**config.mk**
```make
export PLATFORM = sky130hd
export DESIGN_NAME = geo_cross_arb
export DESIGN_NICKNAME = d
export VERILOG_FILES = /design/src/rtl/geo_cross_arb.sv
export SDC_FILE = /design/constraint.sdc
export NUM_CORES = 1
export LEC_CHECK = 0
export ABC_CLOCK_PERIOD_IN_PS = 7520
export BUFFER_PORTS_ARGS = -buffer_cell sky130_fd_sc_hd__buf_4
export CORE_AREA = 2 2 176 178
export DETAILED_ROUTE_END_ITERATION = 16
export DIE_AREA = 0 0 178 180
export PLACE_DENSITY = 0.74
export SETUP_SLACK_MARGIN = 0.1
export SKIP_CTS_REPAIR_TIMING = 1
export SLEW_MARGIN = 20
export SYNTH_ARGS = -nofsm -noshare
export SYNTH_HDL_FRONTEND = slang
export SYNTH_SLANG_ARGS = --single-unit
```
**constraint.sdc**
```tcl
create_clock -name i_clk -period 7.52 [get_ports i_clk]
set_input_delay 0 -clock i_clk [delete_from_list [all_inputs] [get_ports i_clk]]
set_output_delay 0 -clock i_clk [all_outputs]
set_load 0.01 [all_outputs]
```
**src/rtl/geo_cross_arb.sv**
```systemverilog
// Two-requester arbiter and 2-stage shared cross-product pipeline for the geofence datapath.
// Define GEO_FIXED_PRI_EN for fixed priority (requester 1 wins ties) instead of round-robin.
module geo_cross_arb #(
   parameter int unsigned W  = 10,
   parameter int unsigned RW = 2 * W + 3
) (
   input  logic                 i_clk,
   input  logic                 i_reset,
   input  logic                 i_req0,
   input  logic                 i_req1,
   input  logic [W-1:0]         i_ox0,
   input  logic [W-1:0]         i_oy0,
   input  logic [W-1:0]         i_ax0,
   input  logic [W-1:0]         i_ay0,
   input  logic [W-1:0]         i_bx0,
   input  logic [W-1:0]         i_by0,
   input  logic [W-1:0]         i_ox1,
   input  logic [W-1:0]         i_oy1,
   input  logic [W-1:0]         i_ax1,
   input  logic [W-1:0]         i_ay1,
   input  logic [W-1:0]         i_bx1,
   input  logic [W-1:0]         i_by1,
   output logic                 o_gnt0,
   output logic                 o_gnt1,
   output logic                 o_rsp_vld0,
   output logic                 o_rsp_vld1,
   output logic signed [RW-1:0] o_rsp_val,
   output logic                 o_rsp_pos,
   output logic                 o_rsp_zero,
   output logic                 o_busy
);

   logic                   w_gnt0;
   logic                   w_gnt1;
   logic                   w_grant;
   logic [W-1:0]           w_ox, w_oy, w_ax, w_ay, w_bx, w_by;
   logic signed [W:0]      w_dax, w_day, w_dbx, w_dby;

   logic                   r_s1_vld;
   logic                   r_s1_tag;
   logic signed [W:0]      r_s1_dax, r_s1_day, r_s1_dbx, r_s1_dby;

   logic signed [2*W+1:0]  w_dax_x, w_day_x, w_dbx_x, w_dby_x;
   logic signed [2*W+1:0]  w_prod_a, w_prod_b;
   logic signed [RW-1:0]   w_prod_a_x, w_prod_b_x;
   logic signed [RW-1:0]   w_cross;

   logic                   r_s2_vld;
   logic                   r_s2_tag;
   logic signed [RW-1:0]   r_s2_cross;
   logic                   r_s2_pos;
   logic                   r_s2_zero;

`ifndef GEO_FIXED_PRI_EN
   logic                   r_last_gnt;
`endif

   always_comb begin
      w_gnt0 = 1'b0;
      w_gnt1 = 1'b0;
      if (!i_reset) begin
         if (i_req0 && i_req1) begin
`ifdef GEO_FIXED_PRI_EN
            w_gnt1 = 1'b1;
`else
            w_gnt1 = ~r_last_gnt;
            w_gnt0 = r_last_gnt;
`endif
         end else begin
            w_gnt0 = i_req0;
            w_gnt1 = i_req1;
         end
      end
   end

   assign w_grant = w_gnt0 | w_gnt1;
   assign o_gnt0  = w_gnt0;
   assign o_gnt1  = w_gnt1;

`ifndef GEO_FIXED_PRI_EN
   // Reset to 1 so requester 0 takes the first tie.
   always_ff @(posedge i_clk or posedge i_reset) begin
      if (i_reset) begin
         r_last_gnt <= 1'b1;
      end else if (w_grant) begin
         r_last_gnt <= w_gnt1;
      end
   end
`endif

   always_comb begin
      w_ox = w_gnt1 ? i_ox1 : i_ox0;
      w_oy = w_gnt1 ? i_oy1 : i_oy0;
      w_ax = w_gnt1 ? i_ax1 : i_ax0;
      w_ay = w_gnt1 ? i_ay1 : i_ay0;
      w_bx = w_gnt1 ? i_bx1 : i_bx0;
      w_by = w_gnt1 ? i_by1 : i_by0;
   end

   assign w_dax = $signed({1'b0, w_ax}) - $signed({1'b0, w_ox});
   assign w_day = $signed({1'b0, w_ay}) - $signed({1'b0, w_oy});
   assign w_dbx = $signed({1'b0, w_bx}) - $signed({1'b0, w_ox});
   assign w_dby = $signed({1'b0, w_by}) - $signed({1'b0, w_oy});

   always_ff @(posedge i_clk or posedge i_reset) begin
      if (i_reset) begin
         r_s1_vld <= 1'b0;
         r_s1_tag <= 1'b0;
         r_s1_dax <= '0;
         r_s1_day <= '0;
         r_s1_dbx <= '0;
         r_s1_dby <= '0;
      end else begin
         r_s1_vld <= w_grant;
         if (w_grant) begin
            r_s1_tag <= w_gnt1;
            r_s1_dax <= w_dax;
            r_s1_day <= w_day;
            r_s1_dbx <= w_dbx;
            r_s1_dby <= w_dby;
         end
      end
   end

   // Widen before multiplying so the products are exact at 2W+2 bits.
   assign w_dax_x  = {{(W + 1){r_s1_dax[W]}}, r_s1_dax};
   assign w_day_x  = {{(W + 1){r_s1_day[W]}}, r_s1_day};
   assign w_dbx_x  = {{(W + 1){r_s1_dbx[W]}}, r_s1_dbx};
   assign w_dby_x  = {{(W + 1){r_s1_dby[W]}}, r_s1_dby};
   assign w_prod_a = w_dax_x * w_dby_x;
   assign w_prod_b = w_dbx_x * w_day_x;

   assign w_prod_a_x = {{(RW - 2 * W - 2){w_prod_a[2*W+1]}}, w_prod_a};
   assign w_prod_b_x = {{(RW - 2 * W - 2){w_prod_b[2*W+1]}}, w_prod_b};
   assign w_cross    = w_prod_a_x - w_prod_b_x;

   always_ff @(posedge i_clk or posedge i_reset) begin
      if (i_reset) begin
         r_s2_vld   <= 1'b0;
         r_s2_tag   <= 1'b0;
         r_s2_cross <= '0;
         r_s2_pos   <= 1'b0;
         r_s2_zero  <= 1'b0;
      end else begin
         r_s2_vld <= r_s1_vld;
         if (r_s1_vld) begin
            r_s2_tag   <= r_s1_tag;
            r_s2_cross <= w_cross;
            r_s2_pos   <= ~w_cross[RW-1] & (|w_cross);
            r_s2_zero  <= ~(|w_cross);
         end
      end
   end

   assign o_rsp_vld0 = r_s2_vld & ~r_s2_tag;
   assign o_rsp_vld1 = r_s2_vld & r_s2_tag;
   assign o_rsp_val  = r_s2_cross;
   assign o_rsp_pos  = r_s2_pos;
   assign o_rsp_zero = r_s2_zero;
   assign o_busy     = r_s1_vld | r_s2_vld;

endmodule

```
; After elaboration in Yosys (flattened, before gate mapping)
; Index checks and enable logic that the tools add are counted.
; W data, S select, Z words.
[word_totals]
inputBits = 124
wordCells = 40
reg_bits = 74
output_inout_bits = 30
[classes]
bitwise = 9
mul = 2
addsub = 5
n_reduce_logical = 2
n_mux = 10
[op_table]
columns = cell, count
row1 = $mux W10, 6
row2 = $mul A11 B11 Y22, 2
row3 = $sub A10 B10 Y11, 4
row4 = $reduce_or A23 Y1, 1
row5 = $sub A22 B22 Y23, 1
row6 = $mux W1, 4
row7 = $not A1 Y1, 4
row8 = $and A1 B1 Y1, 3
row9 = $or A1 B1 Y1, 2
row10 = $logic_and A1 B1 Y1, 1

; Depth between registers and ports, before layout
[logic_depth]
word_depth = 5
depth_mapped = 26
mapped_depth_nobuf = 24

; Least setup slack after synthesis
; OpenSTA, ideal clock, no wires.
[synth_timing]
path_type = register to register
startpoint = reg r_s1_dax[10]
endpoint = reg r_s2_pos, in the netlist o_rsp_pos
setup_time_ns = 0.095
period_less_slack_ns = 6.634
required_ns = 7.425
setup_slack_ns = 0.886
path_stages_with_launch = 25
n_path_buf = 2
t_arrival_ns = 6.538
path_cell_list = dfrtp_1 -> clkbuf_1 -> nand2_1 -> inv_1 -> fa_1 -> fa_1 -> inv_1 -> fa_1 -> inv_1 -> fa_1 -> fa_1 -> fa_1 -> inv_1 -> fa_1 -> inv_1 -> ha_1 -> clkbuf_1 -> a21oi_1 -> inv_1 -> a41o_1 -> a221oi_1 -> nand3_1 -> and3_1 -> and4b_1 -> o31ai_1
[synth_between]
elab_chain_len = 4
word_cells_on_any_way = 5
classes_between = 1 x add/sub / 1 x mul / 2 x bitwise / 1 x reduce/logical
[synth_rtl]
columns = item, line_no
row1 = from (decl), 41  ; logic signed [W:0] r_s1_dax, r_s1_day, r_s1_dbx, r_s1_dby;
row2 = from (signal assigned), 117  ; r_s1_dax <= w_dax;
row3 = $mul A11 B11 Y22 *, 130  ; assign w_prod_a = w_dax_x * w_dby_x;
row4 = $sub A22 B22 Y23 *, 135  ; assign w_cross = w_prod_a_x - w_prod_b_x;
row5 = $reduce_or A23 Y1 / $not A1 Y1 (equally long branches), 149  ; r_s2_pos <= ~w_cross[RW-1] & (|w_cross);
row6 = $and A1 B1 Y1 *, 149
row7 = to (signal assigned), 149
row8 = to (decl), 51  ; logic r_s2_pos;
; Mark *: on every way between the ends. The rest lies on a longest branch, timed or not.
; A chain may end at the register's enable or synchronous reset.

; Worst setup path after layout
[layout_timing]
startpoint = reg r_s1_dby[3]
endpoint = reg r_s2_pos, in the netlist o_rsp_pos
[layout_between]
elab_chain_len = 4
word_cells_on_any_way = 5
classes_between = 1 x add/sub / 1 x mul / 2 x bitwise / 1 x reduce/logical
[layout_rtl]
columns = item, line_no
row1 = from (decl), 41
row2 = from (signal assigned), 120  ; r_s1_dby <= w_dby;
row3 = $mul A11 B11 Y22 *, 130
row4 = $sub A22 B22 Y23 *, 135
row5 = $reduce_or A23 Y1 / $not A1 Y1 (equally long branches), 149
row6 = $and A1 B1 Y1 *, 149
; Marks and branches as above.

==> results.sh <==
export IMPL_critPathRequiredTime_ps=7780
export IMPL_clk_pin_slew_ps=70
export IMPL_num_rows=64
export IMPL_worst_pin_slew_ps=899
export IMPL_synthMostInstantiatedCell="inv_1"
export IMPL_regToRegSetupSlack_ps=530
export IMPL_largest_cells_by_area_after_synthesis="fa_1, dfrtp_1, ha_1"
export IMPL_synth_largest_area_cell="fa_1"
export IMPL_clock_tree_htree_level_count=3
export IMPL_critPathMaxFanout=12
export IMPL_drt_first_pass_iters=5
export IMPL_numPortBuffers=153
export IMPL_ys_ff_latch=74
export IMPL_first_global_vias=12357
export IMPL_final_min_period_over_clock_period=0.929
export IMPL_critPathMaxStageDelay_ps=710
export IMPL_worst_r2r_path_depth=22
export IMPL_timing_critical_path_arrival_ps=7250
export IMPL_groute_usage_overall=0.244
export IMPL_skew_ps=15.0
export IMPL_cts_buffer_depth=2
export IMPL_number_of_slew_limit_violations_in_the_final_report=0
export IMPL_hold_path_class="in2async"
export IMPL_layout_filler_cells=2713
export IMPL_core_area_um2=30200
export IMPL_regToRegStartpoint="r_s1_dby[3]"
export IMPL_ctsRootBufferMaster="clkbuf_16"
export IMPL_grt_setup_unrepaired="no"
export IMPL_worst_skew_pair_late_latency_ps=360
export IMPL_grt_first_pass_wirelength_um=61400
export IMPL_area_growth_pct=11.9
export IMPL_die_span_x_um=178
export IMPL_gr_total_overflow=0
export IMPL_clock_sinks=74
export IMPL_dr_first_iter_drc_count=701
export IMPL_drtAntennaViolNets=0
export IMPL_post_synth_most_frequent_cells="inv_1, fa_1, nand2_1, and2_1, ha_1"
export IMPL_synth_async_reset_ratio=1.00
export IMPL_mappedNetlistArea_um2=15200
export IMPL_wire_length_reported_by_the_detailed_router_um=36700
export IMPL_synthesis_instances=1702
export IMPL_wl_per_cell_um=16.6
export IMPL_cts_tree="done"
export IMPL_tritoncts_num_buffers=9
export IMPL_yosysWarnings=0
export IMPL_final_nets=2334
export IMPL_critPathTopFamily="adder cells"
export IMPL_startpoint_type="register"
export IMPL_cp_num_buf_inv=6
export IMPL_starting_density=0.504
export IMPL_period_needed_ps=6990
export IMPL_drive_gt1_frac=0.117
export IMPL_seqCellArea_um2=1860
export IMPL_synth_top_cell_area_share=0.367
export IMPL_crit_path_cell_chain="nand2_1, inv_1, fa_1, fa_2, inv_1, fa_1, inv_1, fa_1, fa_1, fa_1, inv_1, fa_1, inv_1, ha_1, a21oi_1, inv_1, a41o_1, a221oi_1, nand3_1, and3_1, and4b_1, o31ai_1"
export IMPL_die_height_um=180
export IMPL_worst_r2r_endpoint="o_rsp_pos"
export IMPL_synth_edf_count=0
export IMPL_synth_cell_type_count=60
export IMPL_grt_start_max_net_pins=101
export IMPL_setup_worst_path_class="reg2reg"
export IMPL_max_slew_margin_rel=0.400
export IMPL_achievable_frequency_mhz=143
export IMPL_worst_hold_slack_ps=-11.6
export IMPL_critical_path_endpoint_type="register"
export IMPL_drv_max_cap_violation_count=0
export IMPL_number_of_antenna_violations_at_the_first_check_in_global_routing=0
export IMPL_mappedNetlistNets=2228
export IMPL_place_hpwl_um=31200
export IMPL_drc_violations_left=0
export IMPL_drt_vias_per_instance=5.25
export IMPL_mapped_avg_cell_area_um2=8.94
export IMPL_postSynth_topFlopCell="dfrtp_1"
export IMPL_synth_yosys_seq_area_share=0.122
export IMPL_dieArea_um2=32000
export IMPL_timing_critical_path_from="r_s1_dby[3]"
export IMPL_outcome="finished with violations"
export IMPL_multi_input_comb_area_um2=11700
export IMPL_ioPinCount=154
export IMPL_setup_violating_endpoint_count_in_the_final_report=0
export IMPL_timing_critical_path_slowest_stage_cell="fa_2"
export IMPL_fin_setup_tns_ps=0
export IMPL_violated_checks="hold timing"
export IMPL_routabilityCongestion=0.887
export IMPL_vias=11591
export IMPL_timing_final_hold_violations=25
export IMPL_antenna_diode_count=0
==> worst min-delay path, delay by kind of cell <==
family	cells	cell delay (ps)
buf+inv	3	810
==> cell families after synthesis <==
group | synth area share
XOR/XNOR | 0.0236
buffers and inverters | 0.110
AO/OA/AOI/OAI | 0.0807
flip-flops | 0.122
multiplexers | 0.0290
AND/OR/NAND/NOR | 0.166
adder cells (fa/ha/maj) | 0.468
==> layout make-up <==
type | count | share of cell area
clock inverters | 7 | 0.00493
well taps | 396 | 0.0291
flip-flops and latches | 74 | 0.109
clock buffers | 9 | 0.0132
repair buffers | 166 | 0.0735
multi-input cells | 1181 | 0.687
inverters | 376 | 0.0830
==> worst max-delay path by stage <==
stage	end	slack, ps	depth (start not counted)
3_5_place_dp	o_rsp_pos	380	22
4_1_cts	o_rsp_pos	350	22
2_1_floorplan	o_rsp_pos	890	24
5_1_grt	o_rsp_pos	110	22
6_report	o_rsp_pos	530	22
3_3_place_gp	o_rsp_pos	470	22
==> registers in the layout (all words and copies together) (netlist names), 11 cells and up <==
signal,count
r_s1_day,11
r_s1_dby,11
o_rsp_val,23
r_s1_dax,11
r_s1_dbx,11
==> cell usage in the layout (no fill, tap or decap), types with 5 or more instances in the layout <==
cell         n
fa_1       277
inv_1      374
o21a_1      21
xnor2_1     33
a21oi_1     35
xor2_1       8
a31oi_1      5
dfrtp_1     71
and3_1       9
o21ai_0     40
buf_4      164
clkbuf_16    9
o211ai_1     7
o41ai_1      8
mux2i_1     25
or3_1        6
nor2b_1     16
nor3_1      25
mux2_2      17
nand2b_1    10
and2_1     153
nor2_1      34
nand3_1      8
nand2_1    236
ha_1       123
o31ai_1     21
o21bai_1     5
a21o_1       8
==> per-layer routing <==
metal	track usage	share of wire	vias to the layer above	routed length, µm
met5	0	0	-	0
met4	0.0957	0.040	0	1480
met3	0.0474	0.057	80	2110
met2	0.409	0.50	317	18500
met1	0.309	0.40	5781	14700
li1	-	-	5413	-
==> through the flow <==
stage                     worst slack (ps)  hold WS [ps]   util  instances  area [µm²]
after floorplan                        886          89.8      -       1702       15200
after global placement                 474           286  0.553       2191       16700
after detailed placement               377           305  0.553       2191       16700
after CTS                              349         -75.0  0.563       2207       17000
after global routing                   110          48.7  0.564       2209       17000
final                                  531         -11.6  0.564       2209       17000
Power is left out: the tool's default activity adds up to more than one toggle a clock period on the data nets, which glitch-free logic cannot reach.
